$ cat config.mk
export PLATFORM = sky130hd
export DESIGN_NAME = board_renderer_flat
export DESIGN_NICKNAME = d
export VERILOG_FILES = /design/src/rtl/board_pkg.sv /design/src/rtl/board_renderer_if.sv /design/src/rtl/board_store.sv /design/src/rtl/board_renderer.sv /design/src/flat_wrapper.sv
export SDC_FILE = /design/constraint.sdc
export NUM_CORES = 1
export LEC_CHECK = 0
export ABC_CLOCK_PERIOD_IN_PS = 8200
export BUFFER_PORTS_ARGS = -buffer_cell sky130_fd_sc_hd__buf_2
export CORE_MARGIN = 5
export CORE_UTILIZATION = 60
export DETAILED_ROUTE_END_ITERATION = 10
export PLACE_DENSITY_LB_ADDON = 0.05
export SYNTH_ARGS = -nofsm -noshare
export SYNTH_HDL_FRONTEND = slang
export SYNTH_HIERARCHICAL = 1
export SYNTH_SLANG_ARGS = --single-unit
export TNS_END_PERCENT = 30
$ cat constraint.sdc
create_clock -name CLK_50 -period 8.2 [get_ports CLK_50]
set_input_delay 1.23 -clock CLK_50 [delete_from_list [all_inputs] [get_ports CLK_50]]
set_output_delay 1.23 -clock CLK_50 [all_outputs]
set_load 0.02 [all_outputs]
$ cat src/rtl/board_pkg.sv
// Shared types and geometry for the board renderer: cell states, colours, pipeline depth.
// Board geometry is fixed here so the renderer and its store agree on sizes.
package board_pkg;

  localparam int BOARD_N    = 8;
  localparam int CELL_PX    = 48;
  localparam int BOARD_X0   = 128;
  localparam int BOARD_Y0   = 48;
  localparam int DISC_R     = 18;
  localparam int PIPE_DEPTH = 3;

  typedef enum logic [1:0] {
    EMPTY = 2'd0,
    P1    = 2'd1,
    P2    = 2'd2,
    MARK  = 2'd3
  } cell_t;

  typedef struct packed {
    logic [7:0] r;
    logic [7:0] g;
    logic [7:0] b;
  } rgb_t;

  localparam rgb_t BG      = '{r: 8'd0,   g: 8'd0,   b: 8'd64};
  localparam rgb_t LINE    = '{r: 8'd0,   g: 8'd0,   b: 8'd0};
  localparam rgb_t CURSOR  = '{r: 8'd255, g: 8'd255, b: 8'd0};
  localparam rgb_t P1_C    = '{r: 8'd255, g: 8'd0,   b: 8'd0};
  localparam rgb_t P2_C    = '{r: 8'd255, g: 8'd255, b: 8'd255};
  localparam rgb_t MARK_C  = '{r: 8'd0,   g: 8'd255, b: 8'd0};
  localparam rgb_t BOARD_C = '{r: 8'd0,   g: 8'd128, b: 8'd0};

  // Cell index by counting crossed cell boundaries; a comparator chain instead of a divider.
  function automatic logic [2:0] cell_index(input logic [10:0] pos, input logic [10:0] origin);
    logic [2:0] idx;
    idx = '0;
    for (int k = 1; k < BOARD_N; k++) begin
      if (pos >= origin + 11'(k * CELL_PX)) idx = idx + 3'd1;
    end
    return idx;
  endfunction

endpackage

$ cat src/rtl/board_renderer_if.sv
// Pixel-side bundle between timing generator, game logic and the renderer.
// slave = renderer view, master = driver view (timing generator / game logic / bench).
interface board_renderer_if;

  logic                 PIX_EN;
  logic [10:0]          X;
  logic [10:0]          Y;
  logic                 IN_HS;
  logic                 IN_VS;
  logic                 IN_BLANK_N;
  logic                 WR_EN;
  logic [2:0]           WR_ROW;
  logic [2:0]           WR_COL;
  board_pkg::cell_t     WR_DATA;
  logic                 COMMIT;
  logic                 COMMIT_DONE;
  logic [2:0]           CUR_ROW;
  logic [2:0]           CUR_COL;
  logic [7:0]           VGA_R;
  logic [7:0]           VGA_G;
  logic [7:0]           VGA_B;
  logic                 VGA_HS;
  logic                 VGA_VS;
  logic                 VGA_BLANK_N;

  modport slave (
    input  PIX_EN, X, Y, IN_HS, IN_VS, IN_BLANK_N,
    input  WR_EN, WR_ROW, WR_COL, WR_DATA, COMMIT, CUR_ROW, CUR_COL,
    output COMMIT_DONE, VGA_R, VGA_G, VGA_B, VGA_HS, VGA_VS, VGA_BLANK_N
  );

  modport master (
    output PIX_EN, X, Y, IN_HS, IN_VS, IN_BLANK_N,
    output WR_EN, WR_ROW, WR_COL, WR_DATA, COMMIT, CUR_ROW, CUR_COL,
    input  COMMIT_DONE, VGA_R, VGA_G, VGA_B, VGA_HS, VGA_VS, VGA_BLANK_N
  );

endinterface

$ cat src/rtl/board_store.sv
// Double-buffered cell store: shadow written any cycle, copied whole to display on a VS fall.
// Read port is combinational; no backpressure, writes never stall.
module board_store
  import board_pkg::*;
(
  input  logic       i_clk,
  input  logic       i_rst_n,
  input  logic       i_pix_en,
  input  logic       i_vs,
  input  logic       i_wr_en,
  input  logic [2:0] i_wr_row,
  input  logic [2:0] i_wr_col,
  input  cell_t      i_wr_data,
  input  logic       i_commit,
  output logic       o_commit_done,
  input  logic [2:0] i_rd_row,
  input  logic [2:0] i_rd_col,
  output cell_t      o_rd_cell
);

  cell_t r_shadow  [BOARD_N][BOARD_N];
  cell_t r_display [BOARD_N][BOARD_N];
  logic  r_vs_q;
  logic  r_pending;
  logic  r_commit_done;

  logic  w_wr_ok;
  logic  w_vs_fall;
  logic  w_pending;

  assign w_wr_ok   = i_wr_en && ({1'b0, i_wr_row} < 4'(BOARD_N)) && ({1'b0, i_wr_col} < 4'(BOARD_N));
  assign w_vs_fall = i_pix_en && r_vs_q && !i_vs;
  assign w_pending = r_pending || i_commit;

  always_ff @(posedge i_clk or negedge i_rst_n) begin
    if (!i_rst_n) begin
      for (int r = 0; r < BOARD_N; r++)
        for (int c = 0; c < BOARD_N; c++)
          r_shadow[r][c] <= EMPTY;
    end else if (w_wr_ok) begin
      r_shadow[i_wr_row][i_wr_col] <= i_wr_data;
    end
  end

  // The copy reads r_shadow before this edge's write lands, so a same-cycle write waits for the next publish.
  always_ff @(posedge i_clk or negedge i_rst_n) begin
    if (!i_rst_n) begin
      r_vs_q        <= 1'b1;
      r_pending     <= 1'b0;
      r_commit_done <= 1'b0;
      for (int r = 0; r < BOARD_N; r++)
        for (int c = 0; c < BOARD_N; c++)
          r_display[r][c] <= EMPTY;
    end else begin
      if (i_pix_en) r_vs_q <= i_vs;
      if (w_vs_fall && w_pending) begin
        r_display     <= r_shadow;
        r_pending     <= 1'b0;
        r_commit_done <= 1'b1;
      end else begin
        r_pending     <= w_pending;
        r_commit_done <= 1'b0;
      end
    end
  end

  assign o_commit_done = r_commit_done;
  assign o_rd_cell     = r_display[i_rd_row][i_rd_col];

endmodule

$ cat src/rtl/board_renderer.sv
// 8x8 board pixel pipeline: 3 PIX_EN stages from X/Y to RGB, strobes delay-matched; stalls when PIX_EN=0.
// Optional cursor outline when BOARD_CURSOR_EN is defined.
module board_renderer
  import board_pkg::*;
(
  input  logic              CLK_50,
  input  logic              RST_N,
  board_renderer_if.slave   bus
);

  localparam logic [10:0] X_END = 11'(BOARD_X0 + BOARD_N * CELL_PX);
  localparam logic [10:0] Y_END = 11'(BOARD_Y0 + BOARD_N * CELL_PX);
  localparam logic [5:0]  O_MAX = 6'(CELL_PX - 1);

  // Stage 1: inside test, cell index, in-cell offset
  logic       w_inside;
  logic [2:0] w_col, w_row;
  logic [5:0] w_ox, w_oy;

  assign w_inside = (bus.X >= 11'(BOARD_X0)) && (bus.X < X_END) &&
                    (bus.Y >= 11'(BOARD_Y0)) && (bus.Y < Y_END);
  assign w_col = cell_index(bus.X, 11'(BOARD_X0));
  assign w_row = cell_index(bus.Y, 11'(BOARD_Y0));
  assign w_ox  = 6'(bus.X - 11'(BOARD_X0) - 11'(32'(w_col) * CELL_PX));
  assign w_oy  = 6'(bus.Y - 11'(BOARD_Y0) - 11'(32'(w_row) * CELL_PX));

  logic       r_s1_inside;
  logic [2:0] r_s1_row, r_s1_col;
  logic [5:0] r_s1_ox, r_s1_oy;

  // Stage 2: cell lookup, disc distance, grid and cursor hit
  cell_t              w_cell;
  logic signed [6:0]  w_dx, w_dy;
  logic signed [12:0] w_dx_e, w_dy_e, w_d2_s;
  logic [12:0]        w_d2;
  logic               w_grid, w_disc, w_cur;

  board_store u_store (
    .i_clk         (CLK_50),
    .i_rst_n       (RST_N),
    .i_pix_en      (bus.PIX_EN),
    .i_vs          (bus.IN_VS),
    .i_wr_en       (bus.WR_EN),
    .i_wr_row      (bus.WR_ROW),
    .i_wr_col      (bus.WR_COL),
    .i_wr_data     (bus.WR_DATA),
    .i_commit      (bus.COMMIT),
    .o_commit_done (bus.COMMIT_DONE),
    .i_rd_row      (r_s1_row),
    .i_rd_col      (r_s1_col),
    .o_rd_cell     (w_cell)
  );

  assign w_dx   = $signed({1'b0, r_s1_ox}) - $signed(7'(CELL_PX / 2));
  assign w_dy   = $signed({1'b0, r_s1_oy}) - $signed(7'(CELL_PX / 2));
  assign w_dx_e = {{6{w_dx[6]}}, w_dx};
  assign w_dy_e = {{6{w_dy[6]}}, w_dy};
  assign w_d2_s = w_dx_e * w_dx_e + w_dy_e * w_dy_e;
  assign w_d2   = unsigned'(w_d2_s);
  assign w_disc = w_d2 < 13'(DISC_R * DISC_R);
  assign w_grid = (r_s1_ox == 6'd0) || (r_s1_oy == 6'd0) || (r_s1_ox == O_MAX) || (r_s1_oy == O_MAX);

`ifdef BOARD_CURSOR_EN
  logic w_ring, w_band_x, w_band_y;
  assign w_ring   = (r_s1_ox >= 6'd1) && (r_s1_ox <= 6'(CELL_PX - 2)) &&
                    (r_s1_oy >= 6'd1) && (r_s1_oy <= 6'(CELL_PX - 2));
  assign w_band_x = (r_s1_ox <= 6'd2) || (r_s1_ox >= 6'(CELL_PX - 3));
  assign w_band_y = (r_s1_oy <= 6'd2) || (r_s1_oy >= 6'(CELL_PX - 3));
  assign w_cur    = (r_s1_row == bus.CUR_ROW) && (r_s1_col == bus.CUR_COL) &&
                    w_ring && (w_band_x || w_band_y);
`else
  logic w_unused_cur;
  assign w_unused_cur = ^{bus.CUR_ROW, bus.CUR_COL};
  assign w_cur        = 1'b0;
`endif

  logic  r_s2_inside, r_s2_grid, r_s2_cur, r_s2_disc;
  cell_t r_s2_cell;

  // Strobe delay lines, index PIPE_DEPTH-1 is the output tap
  logic [PIPE_DEPTH-1:0] r_hs, r_vs, r_blank;

  // Stage 3: colour priority, then blank override from the strobe aligned with this stage
  rgb_t w_rgb;
  rgb_t r_rgb;

  always_comb begin
    w_rgb = BOARD_C;
    if (!r_s2_inside)   w_rgb = BG;
    else if (r_s2_grid) w_rgb = LINE;
    else if (r_s2_cur)  w_rgb = CURSOR;
    else if (r_s2_disc) begin
      case (r_s2_cell)
        P1:      w_rgb = P1_C;
        P2:      w_rgb = P2_C;
        MARK:    w_rgb = MARK_C;
        default: w_rgb = BOARD_C;
      endcase
    end
    if (!r_blank[PIPE_DEPTH-2]) w_rgb = '0;
  end

  always_ff @(posedge CLK_50 or negedge RST_N) begin
    if (!RST_N) begin
      r_s1_inside <= 1'b0;
      r_s1_row    <= '0;
      r_s1_col    <= '0;
      r_s1_ox     <= '0;
      r_s1_oy     <= '0;
      r_s2_inside <= 1'b0;
      r_s2_grid   <= 1'b0;
      r_s2_cur    <= 1'b0;
      r_s2_disc   <= 1'b0;
      r_s2_cell   <= EMPTY;
      r_rgb       <= '0;
      r_hs        <= '1;
      r_vs        <= '1;
      r_blank     <= '0;
    end else if (bus.PIX_EN) begin
      r_s1_inside <= w_inside;
      r_s1_row    <= w_row;
      r_s1_col    <= w_col;
      r_s1_ox     <= w_ox;
      r_s1_oy     <= w_oy;
      r_s2_inside <= r_s1_inside;
      r_s2_grid   <= w_grid;
      r_s2_cur    <= w_cur;
      r_s2_disc   <= w_disc;
      r_s2_cell   <= w_cell;
      r_rgb       <= w_rgb;
      r_hs        <= {r_hs[PIPE_DEPTH-2:0], bus.IN_HS};
      r_vs        <= {r_vs[PIPE_DEPTH-2:0], bus.IN_VS};
      r_blank     <= {r_blank[PIPE_DEPTH-2:0], bus.IN_BLANK_N};
    end
  end

  assign bus.VGA_R       = r_rgb.r;
  assign bus.VGA_G       = r_rgb.g;
  assign bus.VGA_B       = r_rgb.b;
  assign bus.VGA_HS      = r_hs[PIPE_DEPTH-1];
  assign bus.VGA_VS      = r_vs[PIPE_DEPTH-1];
  assign bus.VGA_BLANK_N = r_blank[PIPE_DEPTH-1];

endmodule
$ cat src/flat_wrapper.sv
// flat-port wrapper written by rule: the top's interface ports become plain ports
module board_renderer_flat import board_pkg::*;
  (CLK_50, RST_N, bus_PIX_EN, bus_X, bus_Y, bus_IN_HS, bus_IN_VS, bus_IN_BLANK_N, bus_WR_EN, bus_WR_ROW, bus_WR_COL, bus_WR_DATA, bus_COMMIT, bus_CUR_ROW, bus_CUR_COL, bus_COMMIT_DONE, bus_VGA_R, bus_VGA_G, bus_VGA_B, bus_VGA_HS, bus_VGA_VS, bus_VGA_BLANK_N);
  board_renderer_if bus_i ();
  input  logic CLK_50;
  input  logic RST_N;
  input wire logic [$bits(bus_i.PIX_EN)-1:0] bus_PIX_EN;
  input wire logic [$bits(bus_i.X)-1:0] bus_X;
  input wire logic [$bits(bus_i.Y)-1:0] bus_Y;
  input wire logic [$bits(bus_i.IN_HS)-1:0] bus_IN_HS;
  input wire logic [$bits(bus_i.IN_VS)-1:0] bus_IN_VS;
  input wire logic [$bits(bus_i.IN_BLANK_N)-1:0] bus_IN_BLANK_N;
  input wire logic [$bits(bus_i.WR_EN)-1:0] bus_WR_EN;
  input wire logic [$bits(bus_i.WR_ROW)-1:0] bus_WR_ROW;
  input wire logic [$bits(bus_i.WR_COL)-1:0] bus_WR_COL;
  input wire logic [$bits(bus_i.WR_DATA)-1:0] bus_WR_DATA;
  input wire logic [$bits(bus_i.COMMIT)-1:0] bus_COMMIT;
  input wire logic [$bits(bus_i.CUR_ROW)-1:0] bus_CUR_ROW;
  input wire logic [$bits(bus_i.CUR_COL)-1:0] bus_CUR_COL;
  output wire logic [$bits(bus_i.COMMIT_DONE)-1:0] bus_COMMIT_DONE;
  output wire logic [$bits(bus_i.VGA_R)-1:0] bus_VGA_R;
  output wire logic [$bits(bus_i.VGA_G)-1:0] bus_VGA_G;
  output wire logic [$bits(bus_i.VGA_B)-1:0] bus_VGA_B;
  output wire logic [$bits(bus_i.VGA_HS)-1:0] bus_VGA_HS;
  output wire logic [$bits(bus_i.VGA_VS)-1:0] bus_VGA_VS;
  output wire logic [$bits(bus_i.VGA_BLANK_N)-1:0] bus_VGA_BLANK_N;
  assign bus_i.PIX_EN = bus_PIX_EN;
  assign bus_i.X = bus_X;
  assign bus_i.Y = bus_Y;
  assign bus_i.IN_HS = bus_IN_HS;
  assign bus_i.IN_VS = bus_IN_VS;
  assign bus_i.IN_BLANK_N = bus_IN_BLANK_N;
  assign bus_i.WR_EN = bus_WR_EN;
  assign bus_i.WR_ROW = bus_WR_ROW;
  assign bus_i.WR_COL = bus_WR_COL;
  assign bus_i.WR_DATA = bus_WR_DATA;
  assign bus_i.COMMIT = bus_COMMIT;
  assign bus_i.CUR_ROW = bus_CUR_ROW;
  assign bus_i.CUR_COL = bus_CUR_COL;
  assign bus_COMMIT_DONE = bus_i.COMMIT_DONE;
  assign bus_VGA_R = bus_i.VGA_R;
  assign bus_VGA_G = bus_i.VGA_G;
  assign bus_VGA_B = bus_i.VGA_B;
  assign bus_VGA_HS = bus_i.VGA_HS;
  assign bus_VGA_VS = bus_i.VGA_VS;
  assign bus_VGA_BLANK_N = bus_i.VGA_BLANK_N;
  board_renderer u_core (.CLK_50(CLK_50), .RST_N(RST_N), .bus(bus_i));
endmodule
; Word level (Yosys, flattened, before mapping)
; Index checks and enable logic that the tools add are counted.
[op_classes]
addsub = 19
mul = 4
n_lt_le_gt_ge = 25
n_eq_ne = 5
mux = 32
bitwise = 4
n_reduce_logical = 15
[op_table]
columns = cell, count
row1 = $bwmux 128, 1
row2 = $mux 24, 4
row3 = $ge 11x9->1 const B, 8
row4 = $pmux 24 s3, 1
row5 = $ge 11x8->1 const B, 6
row6 = $bmux 16 s3, 1
row7 = $demux 16 s3, 1
row8 = $mux 16, 3
row9 = $mux 3, 12
row10 = $add 3x1->3 const B, 10
row11 = $mul 7x7->13, 2
row12 = $ge 4x4->1 const B, 4
row13 = $not 3->4, 4
row14 = $sub 6x5->7 const B, 2
row15 = $add 13x13->13, 1
row16 = $lt 13x9->1 const B, 1
row17 = $eq 6x6->1 const B, 2
row18 = $logic_not 6->1, 2
row19 = $sub 6x6->6, 2
row20 = $ge 11x6->1 const B, 1
row21 = $ge 11x7->1 const B, 1
row22 = $lt 11x10->1 const B, 1
row23 = $lt 11x9->1 const B, 1
row24 = $logic_and 1x1->1, 8
row25 = other kinds (13), 25
[word_totals]
ff_bits = 316
in_bits = 44
out_inout_bits = 28
word_cells = 250

; Longest topological paths before layout
; Gate-level depths: netlist of the first run.
[logic_depth]
ltp_word = 16
ltp_mapped = 24
depth_no_buf = 24

; Cells and area by module
; The synthesis of the first run kept the hierarchy.
[by_module_without_submodules]
columns = module, instances, cells_per_inst, area_per_inst_um2, seq_area_each_um2
row1 = board_store, 1, 751, 11085.6, 6482.5
row2 = board_renderer, 1, 642, 5934.4, 958.4

; Worst setup path after synthesis of the first run
; No wires, ideal clock.
[synth_path]
path_type = flip-flop to flip-flop
start = reg u_core.r_s1_oy[4]
end = reg u_core.r_s2_disc
setup_time_ns = 0.101
arrival_ns = 5.999
t_required_ns = 8.099
setup_slack_ns = 2.101
stages_incl_launch_ff = 20
n_path_buf = 0
synth_period_minus_slack_ns = 6.099
cell_sequence = dfrtp_1 > a21oi_1 > nand2_1 > fa_1 > inv_1 > fa_1 > fa_1 > fa_1 > fa_1 > inv_1 > fa_1 > inv_1 > ha_1 > or2_2 > o211a_1 > o21a_1 > or3_1 > nand2_1 > nand4_1 > o32ai_1
[synth_via]
elab_chain_cells = 4
[synth_rtl]
columns = element, line
row1 = start: declaration, board_renderer.sv:29  ; logic [5:0] r_s1_ox, r_s1_oy;
row2 = start signal: assignment, board_renderer.sv:124  ; r_s1_oy <= w_oy;
row3 = $sub 6x5->7, board_renderer.sv:55  ; assign w_dy = $signed({1'b0, r_s1_oy}) - $signed(7'(CELL_PX / 2));
row4 = $mul 7x7->13, board_renderer.sv:58  ; assign w_d2_s = w_dx_e * w_dx_e + w_dy_e * w_dy_e;
row5 = $add 13x13->13, board_renderer.sv:58
row6 = $lt 13x9->1, board_renderer.sv:60  ; assign w_disc = w_d2 < 13'(DISC_R * DISC_R);
row7 = end signal: assignment, board_renderer.sv:128  ; r_s2_disc <= w_disc;
row8 = end: declaration, board_renderer.sv:77  ; logic r_s2_inside, r_s2_grid, r_s2_cur, r_s2_disc;
; No other way between the ends.
; A chain may end at the register's enable or synchronous reset.

; Worst setup path after layout of the first run
[layout_path]
start = reg u_core.r_s1_oy[3]
end = reg u_core.r_s2_disc
; The elaborated chain is that of the path after synthesis.

==> flow_metrics.py, run 1 <==
metrics = {
    "setup_path": {
        "path_buf_inv": 3,
        "crit_required_ns": 8.59,
        "max_stage_delay_ns": 0.64,
        "crit_top_cell": "fa_1",
        "start_kind": "flip-flop",
        "end_kind": "flip-flop",
        "critPathSlowestCell": "fa_1",
        "cp.arrival_ns": 7.09,
        "critical_path_class": "reg2reg",
        "critPathMaxFanout": 12,
        "critPathTopFamily": "adder cells",
        "crit_chain": "a21oi_1 -> nand2_1 -> fa_1 -> inv_1 -> fa_1 -> fa_1 -> fa_1 -> fa_1 -> inv_1 -> fa_1 -> inv_1 -> ha_1 -> or2_2 -> o211a_1 -> o21a_1 -> or3_1 -> nand2_1 -> nand4_1 -> o32ai_1",
    },
    "synthesis": {
        "synth_cells": 1393,
        "synth_edf_count": 0,
        "synth_area_leaders": "dfrtp_1, mux2_2, fa_1",
        "ys.flop_type": "dfrtp_1",
        "ys_seq_elements": 297,
        "yosysMostFrequentCell": "dfrtp_1",
        "netlist.area_leader.share_pct": 42.6,
        "synth.net_count": 1573,
        "yosysSeqAreaShare_pct": 43.7,
        "syn_avg_cell_area_um2": 12.2,
        "yosysTopAreaCell": "dfrtp_1",
        "synthTopCellsByCount": "dfrtp_1, mux2_2, inv_1",
        "async_reset_ff_share_pct": 100,
        "syn_area_um2": 17000,
        "synth_cell_types": 71,
        "synth_warnings": 6,
    },
    "route": {
        "routed_via_density": 5.55,
        "dr.pass1.iters": 5,
        "drc": 0,
        "routed_wl_mm": 34.2,
        "vias": 10130,
        "drt_iter0_drc": 664,
        "ant_nets": 0,
        "avgRoutedWirePerCell_um": 18.7,
    },
    "layout": {
        "fin_util_pct": 66.5,
        "instances_no_fill": 1824,
        "stdcell_area_um2": 18600,
        "fillers": 2201,
        "layout.nets": 1603,
        "area_growth_pct": 9.09,
        "drive_gt1_share_pct": 31.1,
    },
    "worst_hold_path": {
        "worstHoldPathType": "reg2reg",
    },
    "floorplan": {
        "start_util_pct": 60.9,
        "die_height_um": 178,
        "dieWidth_um": 178,
        "rows": 61,
        "ioPinCount": 72,
        "core_um2": 27900,
        "die-area_um2": 31800,
    },
    "clock_network": {
        "cts-htree-levels": 2,
        "cts_buffers": 34,
        "root_buffer": "clkbuf_16",
        "hold_buffers": 0,
        "post_cts_buffers": 0,
        "post_cts_resized": 0,
        "cts_tree": "yes",
        "cts_buffer_depth": 3,
        "clk_latency_ns": 0.51,
        "clock_sinks": 297,
        "clkSlewWorstSetupHoldPaths_ns": 0.06,
    },
    "placement": {
        "routabilityCongestion": 0.827,
        "dpl.hpwl_mm": 23.4,
        "place_inst": 1765,
        "portBuffers": 65,
        "placed_area_um2": 17500,
    },
    "sta": {
        "rsz0062_at_grt": "false",
        "finalSetupViolations": 0,
        "clock_skew_ns": 0.0286,
        "fin_crit_ns": 6.70,
        "finalHoldViolCount": 0,
        "maxSlewViolCount": 0,
        "tns_ns": 0,
        "worst_pin_slew_ns": 1.07,
        "fmax_mhz": 149,
        "max_slew_margin_pct": 28.4,
        "period_share_pct": 81.7,
    },
    "global_routing": {
        "grt-busiest-layer": "met2",
        "grt_pass1_vias": 10813,
        "grt_use_met3_pct": 2.84,
        "grt_pass1_wl_mm": 57.7,
        "grt_overflow_total": 0,
        "grt_util_met2_pct": 38.4,
        "grt_max_degree": 100,
        "grtUsageMet1_pct": 31.6,
        "antenna_found_initial": 0,
        "grt_use_total_pct": 22.7,
    },
    "status": {
        "status": "completed",
    },
    "flow_run": {
        "cap_violations": 0,
    },
}
## flip-flops by register name (all words and copies together) (netlist names), 3 cells and up
signal and count:
u_core/r_s1_row 3, u_core/r_s1_ox 6, u_core/r_s1_col 3, u_core/u_store/r_display 128
u_core/u_store/r_shadow 128, u_core/r_hs 3, u_core/r_s1_oy 6, u_core/r_vs 3
u_core/r_blank 3
## cell families after synthesis
logic type,Yosys count,share of synthesized area [%]
AOI/OAI and AO/OA,96,3.81
xor gates and xnor gates,54,2.90
adders and majority gates,136,13.3
buffers and inverters,220,5.57
DFF,297,43.7
muxes,320,23.2
and+or+nand+nor,270,7.51
## worst reg2reg max path: cells and delay by family, from the launching register on
| family | cells | cell delay (ns) |
|---|---|---|
| AO/OA/AOI/OAI | 4 | 1.14 |
| adder cells (fa/ha/maj) | 7 | 3.57 |
| flip-flops | 1 | 0.52 |
| buffers and inverters | 3 | 0.14 |
| AND/OR/NAND/NOR | 5 | 1.22 |
## final cells by class
type / instances / area (um^2) / area share (%)
diodes: 1 / 2.50 / 0.0135
clock buffers: 49 / 978 / 5.27
clock inverters: 9 / 103 / 0.553
inverters: 139 / 522 / 2.81
multi-input cells: 876 / 8640 / 46.5
flip-flops and latches: 297 / 7440 / 40.1
well taps: 378 / 473 / 2.55
repair buffers: 75 / 410 / 2.21
## routing by layer
metal / part of all wire (%) / wire (um) / up-vias
li1: - / - / 4755
met1: 44 / 15200 / 5205
met2: 50 / 17200 / 115
met3: 2.7 / 923 / 55
met4: 2.4 / 817 / 0
met5: 0 / 0 / -
## final timing paths
path	slack, ns	cells past startpoint	to	startpoint
hold reg to reg	0.49	1	u_core/u_store/r_shadow[63]	u_core/u_store/r_shadow[63]
setup / recovery	1.50	19	u_core/r_s2_disc	u_core/r_s1_oy[3]
min in group asynchronous	0.73	1	u_core/u_store/r_shadow[82]	RST_N
setup reg to reg	1.50	19	u_core/r_s2_disc	u_core/r_s1_oy[3]
hold / removal	0.49	1	u_core/u_store/r_shadow[63]	u_core/u_store/r_shadow[63]
max in group asynchronous	5.99	2	u_core/r_s1_ox[0]	RST_N
## cell usage in the layout, fill, tap and decap left out, drive strengths merged, types with 25 or more instances in the layout
cell type | netlist | routed
ha | 61 | 61
dfrtp | 290 | 290
nor2 | 77 | 77
a21oi | 25 | 25
nand2 | 89 | 89
buf | 46 | 75
mux4 | 29 | 29
fa | 75 | 75
clkbuf | 35 | 49
mux2 | 282 | 282
xnor2 | 43 | 43
inv | 139 | 140
## through the flow
step,hold WS (ns),setup WS (ns)
6_report,0.492,1.50
5_1_grt,0.508,1.12
4_1_cts,0.495,1.44
3_5_place_dp,0.487,1.48
3_3_place_gp,0.478,1.52
2_1_floorplan,0.459,2.10
Power of run 1 is left out: the tool's default activity adds up to more than one toggle a clock period on the data nets, which glitch-free logic cannot reach.
==> inputs of run 2 (changes only) <==
- ABC_CLOCK_PERIOD_IN_PS: 8200 -> 6000
- CORE_UTILIZATION: 60 -> 57
- clock period: 8.2 -> 6 ns (I/O delays scaled with it)
==> flow_metrics.py, run 2 (same netlist as run 1, synthesis figures left out) <==
metrics = {
    "status": {
        "status": "completed",
    },
    "setup_path": {
        "end_kind": "flip-flop",
        "critPathSlowestCell": "fa_2",
        "crit_required_ns": 6.42,
        "r2r_slack_ns": 0.26,
        "start_kind": "flip-flop",
        "crit_chain": "buf_6 -> a21oi_4 -> buf_6 -> buf_4 -> nand2b_1 -> fa_2 -> fa_1 -> inv_1 -> fa_2 -> fa_2 -> fa_1 -> inv_1 -> fa_1 -> inv_1 -> ha_4 -> or2_1 -> o211a_1 -> o21a_1 -> or3_1 -> nand2_1 -> nand4_1 -> o32ai_2",
        "critical_path_class": "reg2reg",
        "critPathMaxFanout": 5,
        "max_stage_delay_ns": 0.54,
        "r2r_cells": 22,
        "cp.arrival_ns": 6.16,
    },
    "clock_network": {
        "clk_latency_ns": 0.52,
        "clock_sinks": 297,
        "root_buffer": "clkbuf_16",
        "cts_buffer_depth": 3,
        "clkSlewWorstSetupHoldPaths_ns": 0.06,
        "cts-htree-levels": 2,
        "cts_tree": "yes",
        "cts_buffers": 34,
    },
    "route": {
        "drc": 0,
        "routed_wl_mm": 34.7,
        "dr.pass1.iters": 5,
        "avgRoutedWirePerCell_um": 18.5,
        "ant_nets": 0,
        "drt_iter0_drc": 418,
        "vias": 10400,
        "routed_via_density": 5.55,
    },
    "layout": {
        "area_growth_pct": 12.6,
        "fin_util_pct": 64.8,
        "layout_common_cells": "dfrtp_1, mux2_2, inv_1, nand2_1, nor2_1",
        "final_common_cell": "dfrtp_1",
        "largestRegisters": "u_core/u_store/r_display x128, u_core/u_store/r_shadow x128",
        "regArea_um2": 7440,
        "drive_gt1_share_pct": 35.0,
        "multi_input_area_um2": 8830,
        "num_antenna_cells": 0,
        "fillers": 2288,
        "layout.nets": 1640,
    },
    "sta": {
        "clock_skew_ns": 0.0214,
        "max_slew_margin_pct": 24.7,
        "fmax_mhz": 174,
        "finalHoldViolCount": 0,
        "tns_ns": 0,
        "period_share_pct": 95.7,
        "worst_pin_slew_ns": 1.12,
        "fin_crit_ns": 5.74,
        "rsz0062_at_grt": "false",
        "maxSlewViolCount": 0,
        "finalSetupViolations": 0,
    },
    "global_routing": {
        "grt_max_degree": 138,
        "grt_use_met3_pct": 2.98,
        "antenna_found_initial": 0,
        "grt_overflow_total": 0,
        "grt_pass1_wl_mm": 57.5,
        "grt_use_total_pct": 21.3,
        "grtUsageMet1_pct": 28.8,
        "grt-busiest-layer": "met2",
        "grt_util_met2_pct": 37.2,
        "grt_pass1_vias": 10889,
    },
    "placement": {
        "dpl.hpwl_mm": 23.4,
        "routabilityCongestion": 0.840,
        "portBuffers": 65,
    },
    "floorplan": {
        "rows": 63,
        "core_um2": 29600,
        "ioPinCount": 72,
        "start_util_pct": 57.6,
        "die-area_um2": 33400,
        "die_height_um": 183,
        "dieWidth_um": 183,
    },
    "worst_hold_path": {
        "worstHoldPathType": "in2async",
    },
    "flow_run": {
        "cap_violations": 0,
    },
}
-- run 2: layer usage --
| layer | vias up | part of all wire (%) |
|---|---|---|
| met5 | - | 0 |
| met4 | 0 | 1.6 |
| met3 | 51 | 2.8 |
| met2 | 128 | 52 |
| met1 | 5373 | 44 |
| li1 | 4848 | - |
-- run 2: final timing paths --
path | startpoint | end
hold reg to reg | u_core/u_store/r_shadow[105] | u_core/u_store/r_display[105]
min in group CLK_50 | u_core/u_store/r_shadow[105] | u_core/u_store/r_display[105]
max in group asynchronous | RST_N | u_core/r_s1_ox[2]
setup reg to reg | u_core/r_s1_oy[4] | u_core/r_s2_disc
hold / removal | RST_N | u_core/u_store/r_display[98]
setup / recovery | u_core/r_s1_oy[4] | u_core/r_s2_disc
-- run 2: repair_timing --
| action | in CTS | in global routing |
|---|---|---|
| pin swaps | 8 | 40 |
| setup endpoints to repair | 1 | 1 |
| endpoints found under the hold margin | 0 | 0 |
| cloned | 0 | 0 |
| gates resized for setup | 9 | 35 |
| hold buffers | 0 | 0 |
| setup buffers | 2 | 7 |
-- run 2: metrics by stage --
| step | std cells | hold slack (ns) | worst slack (ns) | cell area [um^2] |
|---|---|---|---|---|
| after global routing | 1875 | 0.481 | 0.0136 | 19200 |
| after global placement | 1805 | 0.472 | -0.136 | 17700 |
| after CTS | 1868 | 0.442 | 0.00332 | 18900 |
| after detailed placement | 1805 | 0.486 | -0.189 | 17700 |
| final | 1875 | 0.411 | 0.258 | 19200 |
| after floorplan | 1393 | 0.459 | 0.0172 | 17000 |
-- run 2: critical path, delay by kind of cell (launching register included) --
| family | cells | cell delay (ns) |
|---|---|---|
| AO/OA/AOI/OAI | 4 | 0.87 |
| buffers and inverters | 6 | 0.60 |
| AND/OR/NAND/NOR | 5 | 0.76 |
| adder cells (fa/ha/maj) | 7 | 3.01 |
| flip-flops | 1 | 0.42 |
-- run 2: final cells by class --
class | instances | share of cell area [%]
inverter | 139 | 2.72
tap | 390 | 2.55
timing repair buffer | 112 | 3.84
clock buffer | 50 | 5.22
sequential | 297 | 38.8
multi-input combinational | 876 | 46.1
clock inverter | 11 | 0.744
Power of run 2 is left out for the same reason.
==> inputs of run 3 (changes only) <==
- CORE_MARGIN: 5 -> 2
==> flow_metrics.py, run 3 (same netlist as run 1, synthesis figures left out) <==
metrics = {
    "global_routing": {
        "antenna_found_initial": 0,
        "grt_pass1_wl_mm": 57.8,
        "grt_max_degree": 144,
        "grt_overflow_total": 0,
        "grt_pass1_vias": 10963,
        "grt_use_total_pct": 23.6,
    },
    "floorplan": {
        "die-area_um2": 31300,
        "die_height_um": 177,
        "ioPinCount": 72,
        "core_um2": 29600,
        "dieWidth_um": 177,
        "start_util_pct": 57.6,
        "rows": 63,
    },
    "clock_network": {
        "cts_buffer_depth": 3,
        "cts-htree-levels": 2,
        "cts_buffers": 34,
        "root_buffer": "clkbuf_16",
        "clkSlewWorstSetupHoldPaths_ns": 0.06,
        "hold_buffers": 0,
        "clk_latency_ns": 0.52,
        "cts_tree": "yes",
        "clock_sinks": 297,
    },
    "layout": {
        "largestRegisters": "u_core/u_store/r_display x128, u_core/u_store/r_shadow x128",
        "num_antenna_cells": 0,
        "layout_common_cells": "dfrtp_1, mux2_2, inv_1, nand2_1, nor2_1",
        "fillers": 2323,
        "drive_gt1_share_pct": 34.5,
        "area_growth_pct": 12.0,
        "final_common_cell": "dfrtp_1",
        "layout.nets": 1646,
    },
    "route": {
        "routed_via_density": 5.51,
        "dr_wl_met2_mm": 17.2,
        "wl_met3_mm": 1.04,
        "drt_iter0_drc": 491,
        "dr.pass1.iters": 5,
        "ant_nets": 0,
        "drc": 0,
        "vias": 10356,
        "routed_wl_mm": 34.3,
        "avgRoutedWirePerCell_um": 18.3,
        "m1WireLength_mm": 15.3,
        "dr.max_layer_used": "met4",
    },
    "sta": {
        "rsz0062_at_grt": "true",
        "tns_ns": 0,
        "fmax_mhz": 169,
        "clock_skew_ns": 0.0151,
        "period_share_pct": 98.4,
        "worst_pin_slew_ns": 1.01,
        "max_slew_margin_pct": 32.4,
        "fin_crit_ns": 5.91,
        "maxSlewViolCount": 0,
        "finalHoldViolCount": 0,
        "finalSetupViolations": 0,
    },
    "setup_path": {
        "critical_path_class": "reg2reg",
        "start_kind": "flip-flop",
        "cp.arrival_ns": 6.32,
        "crit_required_ns": 6.41,
        "crit_end": "u_core/r_s2_disc",
        "end_kind": "flip-flop",
        "crit_start": "u_core/r_s1_oy[4]",
        "r2r_slack_ns": 0.09,
        "worstReg2RegStart": "u_core/r_s1_oy[4]",
        "r2r_cells": 18,
        "critPathMaxFanout": 6,
        "reg2reg_to": "u_core/r_s2_disc",
    },
    "placement": {
        "routabilityCongestion": 0.824,
        "dpl.hpwl_mm": 23.2,
        "portBuffers": 65,
    },
    "flow_run": {
        "cap_violations": 0,
    },
    "worst_hold_path": {
        "worstHoldPathType": "in2async",
    },
    "status": {
        "status": "completed",
    },
}
==> run 3: cell types whose count changed in the layout (fill, tap and decap cells not counted), sizes merged <==
| cell | delta |
|---|---|
| clkinvlp | +1 |
| clkbuf | -6 |
| clkinv | +2 |
| buf | +6 |
| bufinv | +1 |
==> run 3: worst max-delay path, stage by stage (launching register included) <==
cell and delay (ns):
dfrtp_1 0.39, buf_4 0.17, ha_1 0.28, nand2b_1 0.18, fa_1 0.47, fa_1 0.55, inv_1 0.06, fa_2 0.48
fa_2 0.59, fa_1 0.45, fa_1 0.49, ha_1 0.32, nor2b_1 0.15, o211a_1 0.22, o21a_1 0.19, or3_1 0.36
nand2_1 0.06, nand4_1 0.10, o32ai_2 0.29
==> run 3: how the worst min path moves through the flow <==
stage,slack [ns],startpoint,cells after the start,endpoint
finish,0.40,RST_N,1,u_core/u_store/r_shadow[66]
global route,0.51,u_core/u_store/r_shadow[70],1,u_core/u_store/r_shadow[70]
CTS,0.49,RST_N,1,u_core/u_store/r_display[66]
detailed placement,0.48,u_core/u_store/r_shadow[63],1,u_core/u_store/r_shadow[63]
global placement,0.48,u_core/u_store/r_shadow[63],1,u_core/u_store/r_shadow[63]
floorplan,0.46,u_core/u_store/r_shadow[62],1,u_core/u_store/r_shadow[62]
==> run 3: repair_timing <==
item / 4_1_cts / 5_1_grt
gates resized for setup: 5 / 22
buffers inserted: 1 / 9
gates cloned: 0 / 0
pin swaps: 2 / 27
setup endpoints to repair: 1 / 1
==> run 3: metal layers <==
layer | global-route usage (%) | vias to the layer above
met4 | 6.37 | 0
li1 | - | 4856
met3 | 3.57 | 46
met2 | 40.4 | 130
met5 | 0 | -
met1 | 31.6 | 5324
==> run 3: area by class of cell <==
class	count	area (um^2)	share of cell area [%]
multi-input cells	876	8720	45.7
flip-flops and latches	297	7440	39.0
clock buffers	44	928	4.87
repair buffers	118	781	4.09
inverters	139	522	2.74
well taps	390	488	2.56
clock inverters	15	190	0.997
==> run 3: through the flow <==
stage / worst slack (ns) / util, % / cell area (um^2) / hold WS (ns) / cells
final: 0.0941 / 64.5 / 19100 / 0.401 / 1879
after global routing: -0.132 / 64.5 / 19100 / 0.511 / 1879
after CTS: 0.0140 / 64.0 / 18900 / 0.487 / 1870
after detailed placement: -0.0522 / 60.1 / 17800 / 0.485 / 1810
after global placement: 0.00580 / 60.1 / 17800 / 0.477 / 1810
after floorplan: 0.0172 / - / 17000 / 0.459 / 1393
Power of run 3 is left out for the same reason.
